## src/rtl/clk_div_glitch_free_multi.sv

```systemverilog
// Bank of independent integer clock dividers with runtime ratio updates.
// A new ratio or a stop request is applied only at a period boundary, so every pulse is full length.
module clk_div_glitch_free_multi #(
  parameter int NUM_CHANNELS = 4,
  parameter int DIV_WIDTH    = 8,
  parameter int DEFAULT_DIV  = 2
) (
  input  logic                              clk_i,
  input  logic                              rst_i,
  input  logic [NUM_CHANNELS-1:0]           en_i,
  input  logic [NUM_CHANNELS*DIV_WIDTH-1:0] div_i,
  input  logic [NUM_CHANNELS-1:0]           div_valid_i,
  output logic [NUM_CHANNELS-1:0]           div_ready_o,
  output logic [NUM_CHANNELS-1:0]           clk_o,
  output logic [NUM_CHANNELS-1:0]           running_o
);

  typedef enum logic [1:0] {
    ST_IDLE,
    ST_HIGH,
    ST_LOW
  } state_e;

  localparam logic [DIV_WIDTH-1:0] DIV_RST = DIV_WIDTH'(DEFAULT_DIV);
  localparam logic [DIV_WIDTH-1:0] DIV_MIN = DIV_WIDTH'(2);
  localparam logic [DIV_WIDTH-1:0] ONE     = DIV_WIDTH'(1);

  for (genvar c = 0; c < NUM_CHANNELS; c++) begin : g_ch
    state_e               state_q, state_d;
    logic [DIV_WIDTH-1:0] cnt_q, cnt_d;
    logic [DIV_WIDTH-1:0] active_q, active_d;
    logic [DIV_WIDTH-1:0] pending_q, pending_d;
    logic                 pend_q, pend_d;
    logic                 clk_q;
    logic [DIV_WIDTH-1:0] div_req, half_len, low_len;
    logic                 xfer, apply;
    logic                 running_c, ready_c;

    assign div_req  = div_i[c*DIV_WIDTH +: DIV_WIDTH];
    assign half_len = active_q >> 1;
    assign low_len  = active_q - half_len;
    assign xfer     = div_valid_i[c] && !pend_q;

    // NOTE: sequential state uses non-blocking assignments so every flop samples pre-edge values.
    always_ff @(posedge clk_i) begin
      if (rst_i) begin
        state_q   <= ST_IDLE;
        cnt_q     <= '0;
        active_q  <= DIV_RST;
        pending_q <= DIV_RST;
        pend_q    <= 1'b0;
        clk_q     <= 1'b0;
      end else begin
        state_q   <= state_d;
        cnt_q     <= cnt_d;
        active_q  <= active_d;
        pending_q <= pending_d;
        pend_q    <= pend_d;
        clk_q     <= (state_d == ST_HIGH);
      end
    end

    // NOTE: every signal gets a default before the case so no latch is inferred.
    always_comb begin
      state_d   = state_q;
      cnt_d     = cnt_q;
      active_d  = active_q;
      pending_d = pending_q;
      pend_d    = pend_q;
      apply     = 1'b0;
      unique case (state_q)
        ST_IDLE: begin
          apply = pend_q;
          cnt_d = '0;
          if (en_i[c]) state_d = ST_HIGH;
        end
        ST_HIGH: begin
          if (cnt_q == half_len - ONE) begin
            cnt_d   = '0;
            state_d = ST_LOW;
          end else begin
            cnt_d = cnt_q + ONE;
          end
        end
        ST_LOW: begin
          if (cnt_q == low_len - ONE) begin
            apply   = pend_q;
            cnt_d   = '0;
            state_d = en_i[c] ? ST_HIGH : ST_IDLE;
          end else begin
            cnt_d = cnt_q + ONE;
          end
        end
        default: state_d = ST_IDLE;
      endcase
      // apply needs pend_q=1 and xfer needs pend_q=0, so they never collide
      if (apply) begin
        active_d = pending_q;
        pend_d   = 1'b0;
      end
      if (xfer) begin
        pending_d = (div_req < DIV_MIN) ? DIV_MIN : div_req;
        pend_d    = 1'b1;
      end
    end

    always_comb begin
      running_c = (state_q != ST_IDLE);
      ready_c   = !pend_q;
    end

    assign clk_o[c]       = clk_q;
    assign running_o[c]   = running_c;
    assign div_ready_o[c] = ready_c;
  end

endmodule

```

## config.mk

```make
export PLATFORM = sky130hd
export DESIGN_NAME = clk_div_glitch_free_multi
export DESIGN_NICKNAME = d
export VERILOG_FILES = /design/src/rtl/clk_div_glitch_free_multi.sv
export SDC_FILE = /design/constraint.sdc
export NUM_CORES = 1
export LEC_CHECK = 0
export BUFFER_PORTS_ARGS = -buffer_cell sky130_fd_sc_hd__buf_2
export CAP_MARGIN = 20
export CELL_PAD_IN_SITES_DETAIL_PLACEMENT = 1
export CELL_PAD_IN_SITES_GLOBAL_PLACEMENT = 1
export CORE_MARGIN = 2
export CORE_UTILIZATION = 47
export CTS_CLUSTER_DIAMETER = 40
export DETAILED_ROUTE_END_ITERATION = 10
export PLACE_DENSITY_LB_ADDON = 0.1
export SYNTH_ARGS = -nofsm -noshare
export SYNTH_HDL_FRONTEND = slang
export SYNTH_SLANG_ARGS = --single-unit
```

## constraint.sdc

```tcl
create_clock -name clk_i -period 3.7 [get_ports clk_i]
set_input_delay 0.555 -clock clk_i [delete_from_list [all_inputs] [get_ports clk_i]]
set_output_delay 0.555 -clock clk_i [all_outputs]
set_load 0.02 [all_outputs]
```

Word-level counts from Yosys, hierarchy flattened
Index checks and enable logic that the tools add are counted.
{ "totals": {"output_inout_bits": 12, "regBits": 112, "input_bits": 42} }
{ "op_classes": {"addsub": 16, "n_reduce_logical": 24, "eq_ne": 20, "magnitude_cmp": 4, "n_mux": 52} }
{ "ops": {"columns": ["cell", "n"], "rows": [
  ["two-way mux 8 bit", 12],
  ["case mux 8 bit (3 select lines)", 4],
  ["equality test 8 bit", 8],
  ["adder 8 x 1 -> 8 bit, second input constant", 4],
  ["< comparator 8 x 2 -> 1 bit, second input constant", 4],
  ["subtractor 7 x 1 -> 8 bit, second input constant", 4],
  ["subtractor 8 x 1 -> 8 bit, second input constant", 4],
  ["subtractor 8 x 7 -> 8 bit", 4],
  ["two-way mux 2 bit", 12],
  ["case mux 2 bit (3 select lines)", 4],
  ["equality test 2 x 1 -> 1 bit, second input constant", 8],
  ["two-way mux 1 bit", 16],
  ["nonzero test 2 bit", 8],
  ["nonzero test 3 bit", 4],
  ["equality test 2 bit, second input constant", 4],
  ["zero test 2 bit", 4],
  ["case mux 1 bit (2 select lines)", 4],
  ["logical AND 1 bit", 4],
  ["zero test 1 bit", 4]
]} }

Depth between registers and ports, before layout
Gate-level depths: netlist of run 1.
{ "logic_depth": {"word_depth": 7, "mapped_depth": 12} }

Least setup slack after synthesis of run 1
OpenSTA, ideal clock, no wires.
{ "synth_path": {"path_kind": "flip-flop to flip-flop", "startpoint": "register g_ch[0].active_q[1]", "endpoint": "register g_ch[0].cnt_q[0]", "slack_ps": 753, "required_time_ps": 3579, "path_stages_with_launch": 12, "n_path_buf": 1, "arrival_time_ps": 2827, "synth_period_minus_slack_ps": 2947, "setup_time_ps": 121, "path_cell_list": "dfxtp_1 -> inv_1 -> ha_1 -> fa_1 -> xor2_1 -> xnor2_1 -> a2111oi_0 -> nand4b_1 -> o41ai_2 -> a2111oi_2 -> buf_6 -> mux2_2"} }
{ "synth_via": {"elab_chain_len": 5, "word_cells_on_any_way": 8, "classes_between": "3 x add/sub; 2 x eq/ne; 3 x mux"} }
{ "synth_rtl": {"columns": ["element", "line", "source"], "rows": [
  ["start, declared", "31", "logic [DIV_WIDTH-1:0] active_q, active_d;"],
  ["start signal, assigned", "56", "active_q <= active_d;"],
  ["subtractor 8 x 7 -> 8 bit", "41", "assign low_len = active_q - half_len;"],
  ["subtractor 8 x 1 -> 8 bit", "86", "if (cnt_q == low_len - ONE) begin"],
  ["equality test 8 bit", "86", null],
  ["two-way mux 8 bit", "86", null],
  ["case mux 8 bit (3 select lines) *", "71", "unique case (state_q)"],
  ["end signal, assigned", "55", "cnt_q <= cnt_d;"],
  ["end, declared", "30", "logic [DIV_WIDTH-1:0] cnt_q, cnt_d;"]
]} }
Mark *: on every way between the ends. The rest lies on a longest branch, timed or not.
A chain may end at the register's enable or synchronous reset.

Final worst setup path of run 1
{ "layout_path": {"startpoint": "register g_ch[0].active_q[1]", "endpoint": "register g_ch[0].cnt_q[2]"} }
The elaborated chain is that of the path after synthesis.

==> impl_metrics.env, run 1 <==
export IMPL_status="completed"
export IMPL_power_switching_mw=1.06
export IMPL_drc=0
export IMPL_ys_seq_area_share_pct=27.0
export IMPL_die_h_microns=137
export IMPL_critPathMaxStageDelay_ps=640
export IMPL_clock_sinks=112
export IMPL_relSlewSlack_pct=49.6
export IMPL_ys_ff_latch=112
export IMPL_dp_hpwl_microns=16600
export IMPL_routedWlPerCell_microns=16.9
export IMPL_crit_type="register to register"
export IMPL_grt_max_degree=33
export IMPL_holdWs_ps=429
export IMPL_skew_ps=6.82
export IMPL_drt_iter0_drc=266
export IMPL_critical_path_cell_chain="inv_1, ha_1, fa_1, xor2_1, xnor2_1, a2111oi_0, nand4b_1, o41ai_2, a2111oi_4, a21oi_1, mux2i_1"
export IMPL_grt_pass1_vias=6992
export IMPL_synth_edff_count=0
export IMPL_dieArea_sq_um=18800
export IMPL_setup_tns_ps=0
export IMPL_cp_required_ps=3930
export IMPL_cp_arrival_ps=3610
export IMPL_final_nets=1162
export IMPL_overflow=0
export IMPL_critPathMaxFanout=11
export IMPL_async_reset_ff_share_pct=0
export IMPL_setup_violations=0
export IMPL_power_density_nw_per_um2=361
export IMPL_cp_startpoint="g_ch[0].active_q[1]$_SDFFE_PP1P_"
export IMPL_io_pins=54
export IMPL_comb_power_share_pct=28.0
export IMPL_yosys_area_top_type_share_pct=27.0
export IMPL_syn_instance_count=1001
export IMPL_hp_class="input pin to register"
export IMPL_worstSetupStartpointType="register"
export IMPL_synth_most_common_cell="dfxtp_1"
export IMPL_max_cap_violations=0
export IMPL_yosys_warnings=0
export IMPL_min_from="div_i[25]"
export IMPL_report_final_hold_viol_count=0
export IMPL_ir_drop_mv=0.225
export IMPL_ant_nets=0
export IMPL_finalCriticalPeriod_ps=3390
export IMPL_sequentialPowerShare_pct=41.2
export IMPL_gr_usage_all_layers_pct=23.6
export IMPL_timing_rr_start="g_ch[0].active_q[1]$_SDFFE_PP1P_"
export IMPL_ys_types=80
export IMPL_grt_pass1_wl_microns=35400
export IMPL_gp_congestion=0.850
export IMPL_htreeDepth=3
export IMPL_sw_frac_of_total_pct=32.8
export IMPL_final_max_slew_violation_count=0
export IMPL_std_cell_rows=48
export IMPL_leakagePower_nw=3.99
export IMPL_p_clk_share_pct=30.8
export IMPL_clock_fmax_mhz=295
export IMPL_syn_area_sq_um=8320
export IMPL_port_buffers=53
export IMPL_area_growth_pct=7.76
export IMPL_antenna_found_initial=1
export IMPL_cts_hold_buf=0
export IMPL_cts_tree="done"
export IMPL_via_per_inst=5.58
export IMPL_synth_largest_area_cell="dfxtp_1"
export IMPL_synth_net_count=1141
export IMPL_crit_path_end_kind="register"
export IMPL_die_x_microns=137
export IMPL_path_clk_slew_ps=70
export IMPL_root_buffer="clkbuf_16"
export IMPL_rsz0062_at_grt="false"
export IMPL_intPower_mw=2.17
export IMPL_synth_common_cells="dfxtp_1 (112), nand2_1 (105), ha_1 (94), inv_1 (71), a21oi_1 (63)"
export IMPL_avgSynthCellArea_sq_um=8.31
export IMPL_finalCritPeriodShare_pct=91.5
export IMPL_cts_buffers=9
export IMPL_clk_latency_ps=360
export IMPL_start_util_pct=48.1
export IMPL_first_pass_iters=4
export IMPL_drive_above_1_share_pct=10.4
export IMPL_drt_total_wl_microns=21200
export IMPL_synth_flop_cell="dfxtp_1"
export IMPL_synth_top_cells_by_area="dfxtp_1 (27%), ha_1 (14%), xnor2_1 (5.5%)"
export IMPL_cp_slowest_cell="o41ai_2"
export IMPL_core_area_sq_um=17300
export IMPL_vias=6991
export IMPL_worstMarginPinSlew_ps=756
export IMPL_cts_max_path_buffers=2
## per-layer routing
metal  up-vias  global-route usage (%)  wire [microns]
met5         -                       0               0
met4         0                    6.99             342
met3        26                    3.04             571
met2        90                    39.5            9870
met1      3351                    31.6           10400
li1       3524                       -               -
## sequential cells by signal, summed over array words and instances, names as in the netlist
register / flops
g_ch.pend_q: 4
g_ch.clk_q: 4
g_ch.cnt_q: 32
g_ch.active_q: 32
g_ch.state_q: 8
g_ch.pending_q: 32
## power groups by stage
stage          registers [mW]  clock network [mW]  logic [mW]
2_1_floorplan            1.34                   0       0.705
3_3_place_gp             1.36                   0       0.880
3_5_place_dp             1.36                   0       0.896
4_1_cts                  1.33                1.03       0.907
5_1_grt                  1.34                1.07        1.01
6_report                 1.33               0.995       0.906
## cell usage in the layout (no fill, tap or decap), types with 6 or more instances in the layout
| cell type | instances |
|---|---|
| dfxtp_1 | 112 |
| nand2_1 | 105 |
| ha_1 | 94 |
| inv_1 | 71 |
| a21oi_1 | 63 |
| nor2_1 | 55 |
| buf_2 | 53 |
| xnor2_1 | 52 |
| xor2_1 | 41 |
| nand3_1 | 32 |
| mux2i_1 | 30 |
| o21ai_0 | 23 |
| nand2b_1 | 22 |
| nor3_1 | 21 |
| nor2b_1 | 21 |
| nand4_1 | 17 |
| a31oi_1 | 13 |
| nand3b_1 | 10 |
| and3_1 | 10 |
| a21boi_0 | 9 |
| a211oi_1 | 9 |
| or4_1 | 9 |
| clkbuf_16 | 9 |
| and2_1 | 8 |
| a221oi_1 | 7 |
| buf_4 | 7 |
| o2111ai_1 | 6 |
| nor4_1 | 6 |
| a21o_1 | 6 |
## stage by stage
stage               instance area (sq um)  util (%)  instances  total power, mW  setup WS, ps
floorplan                            8320         -       1001             2.04           753
global placement                     8650      50.0       1236             2.24           271
detailed placement                   8650      50.0       1236             2.26          19.3
CTS                                  8950      51.8       1251             3.27           307
global route                         8960      51.8       1251             3.43          13.3
finish                               8960      51.8       1252             3.23           314
## final timing paths
check / depth (start not counted) / end / slack (ps)
setup / recovery: 11 / g_ch[0].cnt_q[2]$_SDFFE_PP0P_ / 310
hold / removal: 3 / g_ch[3].pending_q[1]$_SDFFE_PP1P_ / 430
setup reg to reg: 11 / g_ch[0].cnt_q[2]$_SDFFE_PP0P_ / 310
hold reg to reg: 2 / g_ch[3].pending_q[4]$_SDFFE_PP0P_ / 460
## area by class of cell
| class | instances | area, sq um |
|---|---|---|
| Antenna cell | 1 | 2.50 |
| Clock buffer | 11 | 243 |
| Clock inverter | 4 | 45.0 |
| Fill cell | 2095 | 8330 |
| Inverter | 73 | 274 |
| Multi-Input combinational cell | 766 | 5560 |
| Sequential cell | 112 | 2240 |
| Tap cell | 225 | 282 |
| Timing Repair Buffer | 60 | 318 |
## worst max-delay path, delay by kind of cell, from the launching register on
family / cells / cell delay [ps]
AO/OA/AOI/OAI: 4 / 1440
XOR/XNOR: 2 / 310
adder cells (fa/ha/maj): 2 / 630
buffers and inverters: 1 / 100
flip-flops: 1 / 440
multiplexers: 1 / 110
AND/OR/NAND/NOR: 1 / 230
## repair_timing
| item | 4_1_cts | 5_1_grt |
|---|---|---|
| pin swaps | 0 | 0 |
| setup endpoints to repair | 1 | 1 |
| buffers inserted | 0 | 0 |
| endpoints found under the hold margin | 0 | 0 |
| resized for setup | 1 | 1 |
## logic make-up (layout without fill, tap and decap cells)
group / Yosys count / after routing / synth area share [%]
AOI/OAI and AO/OA: 204 / 204 / 17.1
xor gates and xnor gates: 94 / 94 / 9.99
adders and majority gates: 98 / 98 / 15.1
buffers and inverters: 123 / 148 / 6.45
DFF: 112 / 112 / 27.0
muxes: 35 / 35 / 4.29
other: 0 / 1 / 0
and+or+nand+nor: 335 / 335 / 20.1
(Power assumes the default switching activity.)
==> inputs of run 2 (changes only) <==
--- a/config.mk
+++ b/config.mk
@@ -11,6 +11,7 @@
 export CELL_PAD_IN_SITES_GLOBAL_PLACEMENT = 1
 export CORE_MARGIN = 2
 export CORE_UTILIZATION = 47
+export CTS_BUF_LIST = sky130_fd_sc_hd__clkbuf_8 sky130_fd_sc_hd__clkbuf_16
 export CTS_CLUSTER_DIAMETER = 40
 export DETAILED_ROUTE_END_ITERATION = 10
 export PLACE_DENSITY_LB_ADDON = 0.1
==> run 2 against run 1 <==
- critical endpoint unchanged
- clock power barely moved
- setup slack improved by 8.0 ps
- power barely moved
- final area stayed put
- count of clock-buffer cells in the layout is 1 lower
- critical path depth stayed put
- global-route usage unchanged
- cell count stayed put
- core utilization unchanged
- largest cell class unchanged
- non-clock buffer count unchanged
- clock skew is 1.8 ps higher
==> impl_metrics.env, run 2 (same netlist as run 1, synthesis figures left out) <==
export IMPL_holdWs_ps=429
export IMPL_final_core_util_pct=51.8
export IMPL_ir_drop_mv=0.225
export IMPL_grt_pass1_wl_microns=35400
export IMPL_dieArea_sq_um=18800
export IMPL_final_cells=1252
export IMPL_final_cell_area_sq_um=8960
export IMPL_cts_tree="done"
export IMPL_layout_commonest_cell="dfxtp_1"
export IMPL_clock_sinks=112
export IMPL_cp_arrival_ps=3610
export IMPL_die_h_microns=137
export IMPL_fin_ws_ps=322
export IMPL_core_area_sq_um=17300
export IMPL_place_ws_ps=19.3
export IMPL_root_buffer="clkbuf_16"
export IMPL_worstSetupStartpointType="register"
export IMPL_power_switching_mw=1.06
export IMPL_layout_common_cells="dfxtp_1 (112), nand2_1 (105), ha_1 (94)"
export IMPL_power_mw=3.23
export IMPL_worst_r2r_setup_slack_ps=320
export IMPL_std_cell_rows=48
export IMPL_vias=6994
export IMPL_path_clk_slew_ps=70
export IMPL_reg_largest_list="g_ch.active_q: 32 flops, g_ch.cnt_q: 32 flops, g_ch.pending_q: 32 flops"
export IMPL_rsz0062_at_grt="false"
export IMPL_timing_rr_start="g_ch[0].active_q[1]$_SDFFE_PP1P_"
export IMPL_nFillCells=2095
export IMPL_dp_cells=1236
export IMPL_sequentialPowerShare_pct=41.2
export IMPL_reg2reg_depth=11
export IMPL_relSlewSlack_pct=49.5
export IMPL_clock_fmax_mhz=296
export IMPL_comb_power_share_pct=28.0
export IMPL_max_cap_violations=0
export IMPL_grt_max_degree=33
export IMPL_drt_iter0_drc=266
export IMPL_gr_usage_all_layers_pct=23.6
export IMPL_finalCriticalPeriod_ps=3380
export IMPL_die_x_microns=137
export IMPL_status="completed"
export IMPL_crit_type="register to register"
export IMPL_hold_path_depth=3
export IMPL_ant_nets=0
export IMPL_placed_cell_area_sq_um=8650
export IMPL_htreeDepth=3
export IMPL_setup_tns_ps=0
export IMPL_cp_required_ps=3930
export IMPL_min_from="div_i[25]"
export IMPL_start_util_pct=48.1
export IMPL_antenna_found_initial=1
export IMPL_crit_path_end_kind="register"
export IMPL_io_pins=54
export IMPL_first_pass_iters=4
export IMPL_p_clk_share_pct=30.8
export IMPL_area_growth_pct=7.76
export IMPL_drc=0
export IMPL_final_nets=1162
export IMPL_cts_buffers=9
export IMPL_final_max_slew_violation_count=0
export IMPL_cts_setup_buffers=0
export IMPL_drive_above_1_share_pct=10.4
export IMPL_setup_violations=0
export IMPL_intPower_mw=2.17
export IMPL_hp_class="input pin to register"
export IMPL_gp_congestion=0.850
export IMPL_finalCritPeriodShare_pct=91.3
export IMPL_critPathMaxFanout=11
export IMPL_grt_pass1_vias=6992
export IMPL_leakagePower_nw=3.99
export IMPL_dp_hpwl_microns=16600
export IMPL_routedWlPerCell_microns=16.9
export IMPL_clk_latency_ps=360
export IMPL_worstMarginPinSlew_ps=757
export IMPL_port_buffers=53
export IMPL_overflow=0
export IMPL_power_density_nw_per_um2=361
export IMPL_skew_ps=8.57
export IMPL_report_final_hold_viol_count=0
export IMPL_drt_total_wl_microns=21200
export IMPL_via_per_inst=5.59
export IMPL_r2r_end="g_ch[0].cnt_q[2]$_SDFFE_PP0P_"
export IMPL_sw_frac_of_total_pct=32.8
export IMPL_cts_max_path_buffers=2
export IMPL_hold_end="g_ch[3].pending_q[1]$_SDFFE_PP1P_"
run 2: cell types whose count changed in the layout (fill, tap and decap cells not counted), sizes merged:
cell    delta
inv        +1
clkbuf     -1
run 2: layout make-up:
type	count	area (sq um)	area share, %
diodes	1	2.50	0.0279
well taps	225	282	3.14
inverters	73	274	3.06
flip-flops and latches	112	2240	25.0
multi-input cells	766	5560	62.0
clock inverters	5	48.8	0.544
clock buffers	10	239	2.67
repair buffers	60	318	3.55
run 2: repair_timing:
action                                  CTS  global route
hold buffers                              0             0
endpoints found under the setup margin    1             1
gates resized for setup                   1             1
pin swaps                                 0             0
run 2: metal layers:
layer | vias up | global-route usage, % | share of wire (%)
met1 | 3353 | 31.6 | 49
met3 | 27 | 3.04 | 2.7
met2 | 90 | 39.5 | 47
met4 | 0 | 6.99 | 1.6
met5 | - | 0 | 0
li1 | 3524 | - | -
run 2: worst max path at each step:
stage	startpoint	endpoint	slack, ps	cells after the start
after floorplan	g_ch[0].active_q[1]$_SDFFE_PP1P_	g_ch[0].cnt_q[0]$_SDFFE_PP0P_	750	11
after global placement	g_ch[0].active_q[1]$_SDFFE_PP1P_	g_ch[0].cnt_q[2]$_SDFFE_PP0P_	270	11
after detailed placement	g_ch[0].active_q[1]$_SDFFE_PP1P_	g_ch[0].cnt_q[2]$_SDFFE_PP0P_	20	11
after CTS	g_ch[0].active_q[1]$_SDFFE_PP1P_	g_ch[0].cnt_q[2]$_SDFFE_PP0P_	310	11
after global routing	g_ch[3].active_q[1]$_SDFFE_PP1P_	g_ch[3].active_q[1]$_SDFFE_PP1P_	10	10
final	g_ch[0].active_q[1]$_SDFFE_PP1P_	g_ch[0].cnt_q[2]$_SDFFE_PP0P_	320	11
run 2: power groups by stage:
stage / logic (mW) / clock network, mW / registers, mW
finish: 0.907 / 0.995 / 1.33
global route: 1.01 / 1.07 / 1.34
CTS: 0.907 / 1.03 / 1.33
detailed placement: 0.896 / 0 / 1.36
global placement: 0.880 / 0 / 1.36
floorplan: 0.705 / 0 / 1.34
run 2: worst max-delay path: stages, from the launching register on:
cell and delay, ps:
dfxtp_1 440, inv_1 100, ha_1 220, fa_1 410, xor2_1 190, xnor2_1 120, a2111oi_0 350, nand4b_1 230
o41ai_2 630, a2111oi_4 240, a21oi_1 210, mux2i_1 110
